===== src/rtl/waterfall_pkg.sv =====
// Shared types and pattern lookup for the 8-LED waterfall generator.
package waterfall_pkg;

  typedef enum logic [1:0] {OFF, LEFT, RIGHT, FILL} mode_t;

  localparam int LED_W      = 8;
  localparam int DOT_STEPS  = 8;
  localparam int FILL_STEPS = 9;

  // FILL uses an inverted left shift so idx 8 naturally yields all ones.
  function automatic logic [LED_W-1:0] pattern(mode_t m, logic [3:0] idx);
    case (m)
      LEFT:    pattern = 8'h01 << idx[2:0];
      RIGHT:   pattern = 8'h80 >> idx[2:0];
      FILL:    pattern = ~(8'hFF << idx);
      default: pattern = '0;
    endcase
  endfunction

endpackage


===== src/rtl/led_prescaler.sv =====
// Step-rate prescaler: counts 0..CLK_DIV-1 while enabled, ticks on the last count.
module led_prescaler #(
  parameter int CLK_DIV = 25_000_000,
  parameter int CNT_W   = 25
) (
  input  logic clk,
  input  logic rst,
  input  logic clr,
  input  logic en,
  output logic tick
);

  localparam logic [CNT_W-1:0] LAST = CNT_W'(CLK_DIV - 1);

  logic [CNT_W-1:0] cnt;

  assign tick = en && (cnt == LAST);

  always_ff @(posedge clk) begin
    if (rst || clr)  cnt <= '0;
    else if (en)     cnt <= tick ? '0 : cnt + CNT_W'(1);
  end

endmodule


===== src/rtl/waterfall_led.sv =====
// Waterfall LED pattern generator: mode decode, step index and registered LED drive.
module waterfall_led
  import waterfall_pkg::*;
#(
  parameter int CLK_DIV = 25_000_000,
  parameter int CNT_W   = 25
) (
  input  logic             clk,
  input  logic             rst,
  input  logic             g1,
  input  logic             g2,
  input  logic             g3,
  input  logic             clr_n,
  input  logic             stop_n,
  output logic [LED_W-1:0] y
);

  mode_t      mode, mode_dec, mode_nxt;
  logic [3:0] idx, idx_nxt, idx_last;
  logic       mode_chg, restart, run, tick;

  always_comb begin
    mode_dec = OFF;
    if      (g1) mode_dec = LEFT;
    else if (g2) mode_dec = RIGHT;
    else if (g3) mode_dec = FILL;
  end

  // A clear on the same edge as a mode change wins; the new mode lands next edge.
  assign mode_chg = clr_n && (mode_dec != mode);
  assign restart  = !clr_n || mode_chg;
  assign run      = stop_n && (mode != OFF);
  assign mode_nxt = mode_chg ? mode_dec : mode;
  assign idx_last = (mode == FILL) ? 4'(FILL_STEPS - 1) : 4'(DOT_STEPS - 1);

  always_comb begin
    idx_nxt = idx;
    if (restart)   idx_nxt = '0;
    else if (tick) idx_nxt = (idx == idx_last) ? 4'd0 : idx + 4'd1;
  end

  led_prescaler #(
    .CLK_DIV (CLK_DIV),
    .CNT_W   (CNT_W)
  ) u_presc (
    .clk  (clk),
    .rst  (rst),
    .clr  (restart),
    .en   (run),
    .tick (tick)
  );

  always_ff @(posedge clk) begin
    if (rst) begin
      mode <= OFF;
      idx  <= '0;
      y    <= '0;
    end else begin
      mode <= mode_nxt;
      idx  <= idx_nxt;
      y    <= pattern(mode_nxt, idx_nxt);
    end
  end

endmodule


===== config.mk =====
export PLATFORM = sky130hd
export DESIGN_NAME = waterfall_led
export DESIGN_NICKNAME = d
export VERILOG_FILES = /design/src/rtl/waterfall_pkg.sv /design/src/rtl/led_prescaler.sv /design/src/rtl/waterfall_led.sv
export SDC_FILE = /design/constraint.sdc
export NUM_CORES = 1
export LEC_CHECK = 0
export ABC_CLOCK_PERIOD_IN_PS = 2800
export CORE_ASPECT_RATIO = 1.25
export CORE_MARGIN = 2
export CORE_UTILIZATION = 58
export DETAILED_ROUTE_END_ITERATION = 8
export PLACE_DENSITY = 0.9
export SETUP_SLACK_MARGIN = 0.05
export SYNTH_ARGS = -nofsm -noshare
export SYNTH_HDL_FRONTEND = slang
export SYNTH_SLANG_ARGS = --single-unit

===== constraint.sdc =====
create_clock -name clk -period 2.8 [get_ports clk]
set_clock_uncertainty 0.2 [all_clocks]
set_input_delay 0.7 -clock clk [delete_from_list [all_inputs] [get_ports clk]]
set_output_delay 0.7 -clock clk [all_outputs]
set_load 0.02 [all_outputs]

# Word-level counts from Yosys, hierarchy flattened
# Index checks and enable logic that the tools add are counted.
# op_classes
add_sub_neg	2
eq_ne	7
n_shift	3
n_mux	10
bitwise	1
reduce_logical	7
# ops
operator	count
adder 25 x 1 -> 25 bit, second input constant	1
equality test 25 bit, second input constant	1
two-way mux 25 bit	1
one-hot mux 8 bit (3 select lines)	1
two-way mux 4 bit	4
two-way mux 2 bit	4
NOT 8 bit	1
left shift 1 x 3 -> 8 bit, first input constant	1
left shift 8 x 4 -> 8 bit, first input constant	1
>> shifter 8 x 3 -> 8 bit, first input constant	1
equality test 2 bit, second input constant	3
adder 4 x 1 -> 4 bit, second input constant	1
equality test 4 bit	1
logical AND 1 bit	3
equality test 2 x 1 -> 1 bit, second input constant	1
logical OR 1 bit	2
!= test 2 bit	1
nonzero test 2 bit	1
zero test 1 bit	1
# word_totals
reg_bits	39
inputBits	7
wordCells	34

# Depth between registers and ports, before layout
# depth
ltp_word	10
depth_mapped	8
ltp_nobuf	8

# Hierarchy
# A second synthesis with hierarchy kept.
# hier_totals
hier_cells	270
area_unflattened_um2	2268.4
# by_module_without_submodules
module	n_inst	cells_per_inst	area_per_inst_um2	seq_area_each_um2
led_prescaler	1	144	1262.5	500.5
waterfall_led	1	126	1006.0	280.3

# Worst setup path after synthesis
# OpenSTA, ideal clock, no wires.
# synth_timing
path_kind	input-to-reg
start	input port stop_n
end	register y[7]
setup_time_ps	120
arrival_time_ps	2111
t_required_ps	2480
slack_ps	369
path_stages	7
n_path_buf	0
cell_sequence	o211a_2 > and4_4 > nand3_1 > a21o_2 > and3_1 > nor3b_2 > o31a_1
# synth_between
elab_chain_len	7
word_cells_on_any_way	9
# synth_rtl
element	line_no	text
from (decl)	waterfall_led.sv:14	input logic stop_n,
logical AND 1 bit *	waterfall_led.sv:32	assign run = stop_n && (mode != OFF);
logical AND 1 bit *	led_prescaler.sv:17	assign tick = en && (cnt == LAST);
two-way mux 4 bit *	waterfall_led.sv:39	else if (tick) idx_nxt = (idx == idx_last) ? 4'd0 : idx + 4'd1;
two-way mux 4 bit *	waterfall_led.sv:38	if (restart) idx_nxt = '0;
left shift 8 x 4 -> 8 bit	waterfall_pkg.sv:15	FILL: pattern = ~(8'hFF << idx);
NOT 8 bit	waterfall_pkg.sv:15	
one-hot mux 8 bit (3 select lines) *	waterfall_pkg.sv:12	case (m)
to (signal assigned)	waterfall_led.sv:61	y <= pattern(mode_nxt, idx_nxt);
to (decl)	waterfall_led.sv:15	output logic [LED_W-1:0] y
# Mark *: on every way between the ends. The rest lies on a longest branch, timed or not.
# A chain may end at the register's enable or synchronous reset.

# Final worst setup path
# Ends and elaborated chain as after synthesis.

==> flow_summary.toml <==
[sta]
slew_viol_final = 0
fin_crit_ns = 2.70
post-route-period-util = 0.964
rsz0062_at_grt = "no"
finalHoldViolCount = 0
slew_headroom = 0.697
final-setup-viol-count = 0
worst_pin_slew_ns = 0.453
fmax_mhz = 370
finalWorstSetupSlack_ns = 0.101

[detailed_routing]
drt_iter0_markers = 145
dr_wl_met3_um = 235
dr_wl_met2_um = 3140
via_count = 2115
drtPass1Iterations = 4
drc = 0
wl_per_cell_um = 16.4
wirelength_um = 5590
final_antenna_net_count = 0
top_layer_used = "met4"
vias_per_cell = 6.20
wl_met1_um = 2070

[worst_setup_path]
path_cells = "clkdlybuf4s50_1, o211a_4, and4_4, nand2_2, o21ai_1, a2111oi_4, buf_4, o31a_1"
r2r.worst_path.cells = 8
arrival_ns = 2.68
reg2reg_to = "y[7]"
path_buf_inv = 2
worstPathMaxFanout = 8
critPathLaunchType = "input port"
regToRegStartpoint = "mode[1]"
crit_required_ns = 2.78
endpoint_kind = "flip-flop"
slowest_delay_ns = 0.52
critical_path_class = "input port to flip-flop"
critPathSlowestCell = "clkdlybuf4s50_1"
rrSetupSlack_ns = 0.26
crit_family = "compound AO/OA/AOI/OAI gates"

[clock_tree]
clockBufferDepth = 2
postCtsHoldBufs = 0
clk_pin_slew_ns = 0.07
h-tree-depth = 2
clock-sinks = 39
root_buffer = "clkbuf_8"
cts_tree = "yes"
clkLatencyLatePin_ns = 0.29
cts_inserted_buffers = 5

[synth]
synthArstFlopShare = 0
ys_ff_latch = 39
avgSynthCellArea_um2 = 8.61
synthCells = 254
synth_fp_nets = 263
synthDistinctLibCells = 59
yosysTopAreaCellShare = 0.357
synth_common_cells = "nor2_1, dfxtp_1, nand2_1, xor2_1, a21oi_1"
synth_area_leaders = "dfxtp_1, nor2_1, xor2_1"
ys_warn_count = 0
synth_area_um2 = 2190
synth.most_common_cell = "nor2_1"
synth-main-ff-cell = "dfxtp_1"
seq_area_frac_synth = 0.357
yosysTopAreaCell = "dfxtp_1"
synth-edff-count = 0

[power]
irDropWorstVdd_mv = 0.286
power_per_cell_area_nw_per_um2 = 379
p_leak_uw = 0.000962

[global_routing]
grt_overflow_total = 0
grt_pass1_vias = 2118
grt_max_degree = 24
grt_usage = 0.280
antenna_found_initial = 0
grt_pass1_wl_um = 9230

[placed_design]
place_congestion = 0.889
dp_hpwl_um = 4190
portBuffers = 14
dp_slack_ns = -0.183

[cells_and_area]
final-seq-area_um2 = 781
area_growth_pct = 24.2
multi_input_area_um2 = 1390
fillers = 220
antenna_cells = 0
final_nets = 310
final_util = 0.767
layout-drive-gt1-share = 0.205

[floorplan]
io_pins = 15
die-area_um2 = 4280
coreArea_um2 = 3540
row_count = 24
die_w_um = 58.9
die-height_um = 72.7
start_util = 0.617

[hold_path]
holdCritPathClass = "flip-flop to flip-flop"
holdPathStages = 2
worst_hold_path.endpoint = "u_presc.cnt[24]"
hp-start = "u_presc.cnt[24]"

[flow_run]
drv_cap = 0

[outcome]
run_status = "completed"
per-stage QoR:
step	setup TNS, ns	hold slack (ns)	area, µm²	power, µW	std cells
detailed placement	-1.94	0.297	2590	668	332
global placement	-1.06	0.279	2590	666	332
floorplan	0	0.254	2190	626	254
CTS	0	0.308	2680	1030	340
finish	0	0.295	2720	1030	341
global route	0	0.338	2720	1070	341
worst reg2reg max path, delay by kind of cell, from the launching register on:
| family | cells | cell delay [ns] |
|---|---|---|
| compound gates | 3 | 0.74 |
| buf+inv | 1 | 0.22 |
| flops | 1 | 0.44 |
| simple gates | 4 | 0.84 |
what timing repair did:
item / in CTS / in global routing
gates resized for setup: 0 / 7
setup endpoints to repair: 0 / 9
setup buffers: 0 / 1
report_power, final:
part / switching [µW] / total [µW] / internal (µW)
combinational: 52.4 / 94.4 / 41.9
clock: 197 / 371 / 174
sequential: 7.04 / 565 / 558
layout by cell type (no fill, tap or decap), drive strengths merged, types with 8 or more instances in the layout:
| master | n |
|---|---|
| nor2 | 48 |
| a21oi | 15 |
| nand3 | 14 |
| nand4 | 10 |
| dfxtp | 39 |
| o21ai | 8 |
| xor2 | 16 |
| buf | 32 |
| nand2 | 19 |
| clkdlybuf4s50 | 14 |
routing by layer:
| layer | GRT usage | vias to the layer above |
|---|---|---|
| met3 | 0.0656 | 19 |
| met1 | 0.278 | 1007 |
| met4 | 0.139 | 0 |
| met5 | 0 | - |
| met2 | 0.528 | 65 |
| li1 | - | 1024 |
area by class of cell:
cell class / count / share of cell area
timing repair buffer: 46 / 0.145
tap: 39 / 0.0180
clock buffer: 6 / 0.0267
sequential: 39 / 0.287
multi-input combinational: 204 / 0.512
inverter: 5 / 0.00691
clock inverter: 2 / 0.00461
how the worst max path moves through the flow:
stage | from | end | cells after the start
after floorplan | stop_n | y[7] | 7
after global placement | stop_n | y[2] | 9
after CTS | g1 | y[7] | 8
after detailed placement | g1 | y[7] | 8
final | stop_n | y[7] | 8
after global routing | stop_n | y[1] | 9
cells by family after synthesis:
kind of cell               count (synthesis)  share of synthesized area
DFF                                       39                      0.357
AOI/OAI and AO/OA                         53                      0.183
xor gates and xnor gates                  22                     0.0881
buffers and inverters                     11                     0.0223
and+or+nand+nor                          126                      0.334
muxes                                      1                    0.00458
adders and majority gates                  2                     0.0114
flip-flops by register name, summed over array words and instances (netlist names):
name,flops
mode,2
idx,4
u_presc.cnt,25
y,8
Power figures use the tool's default switching activity.
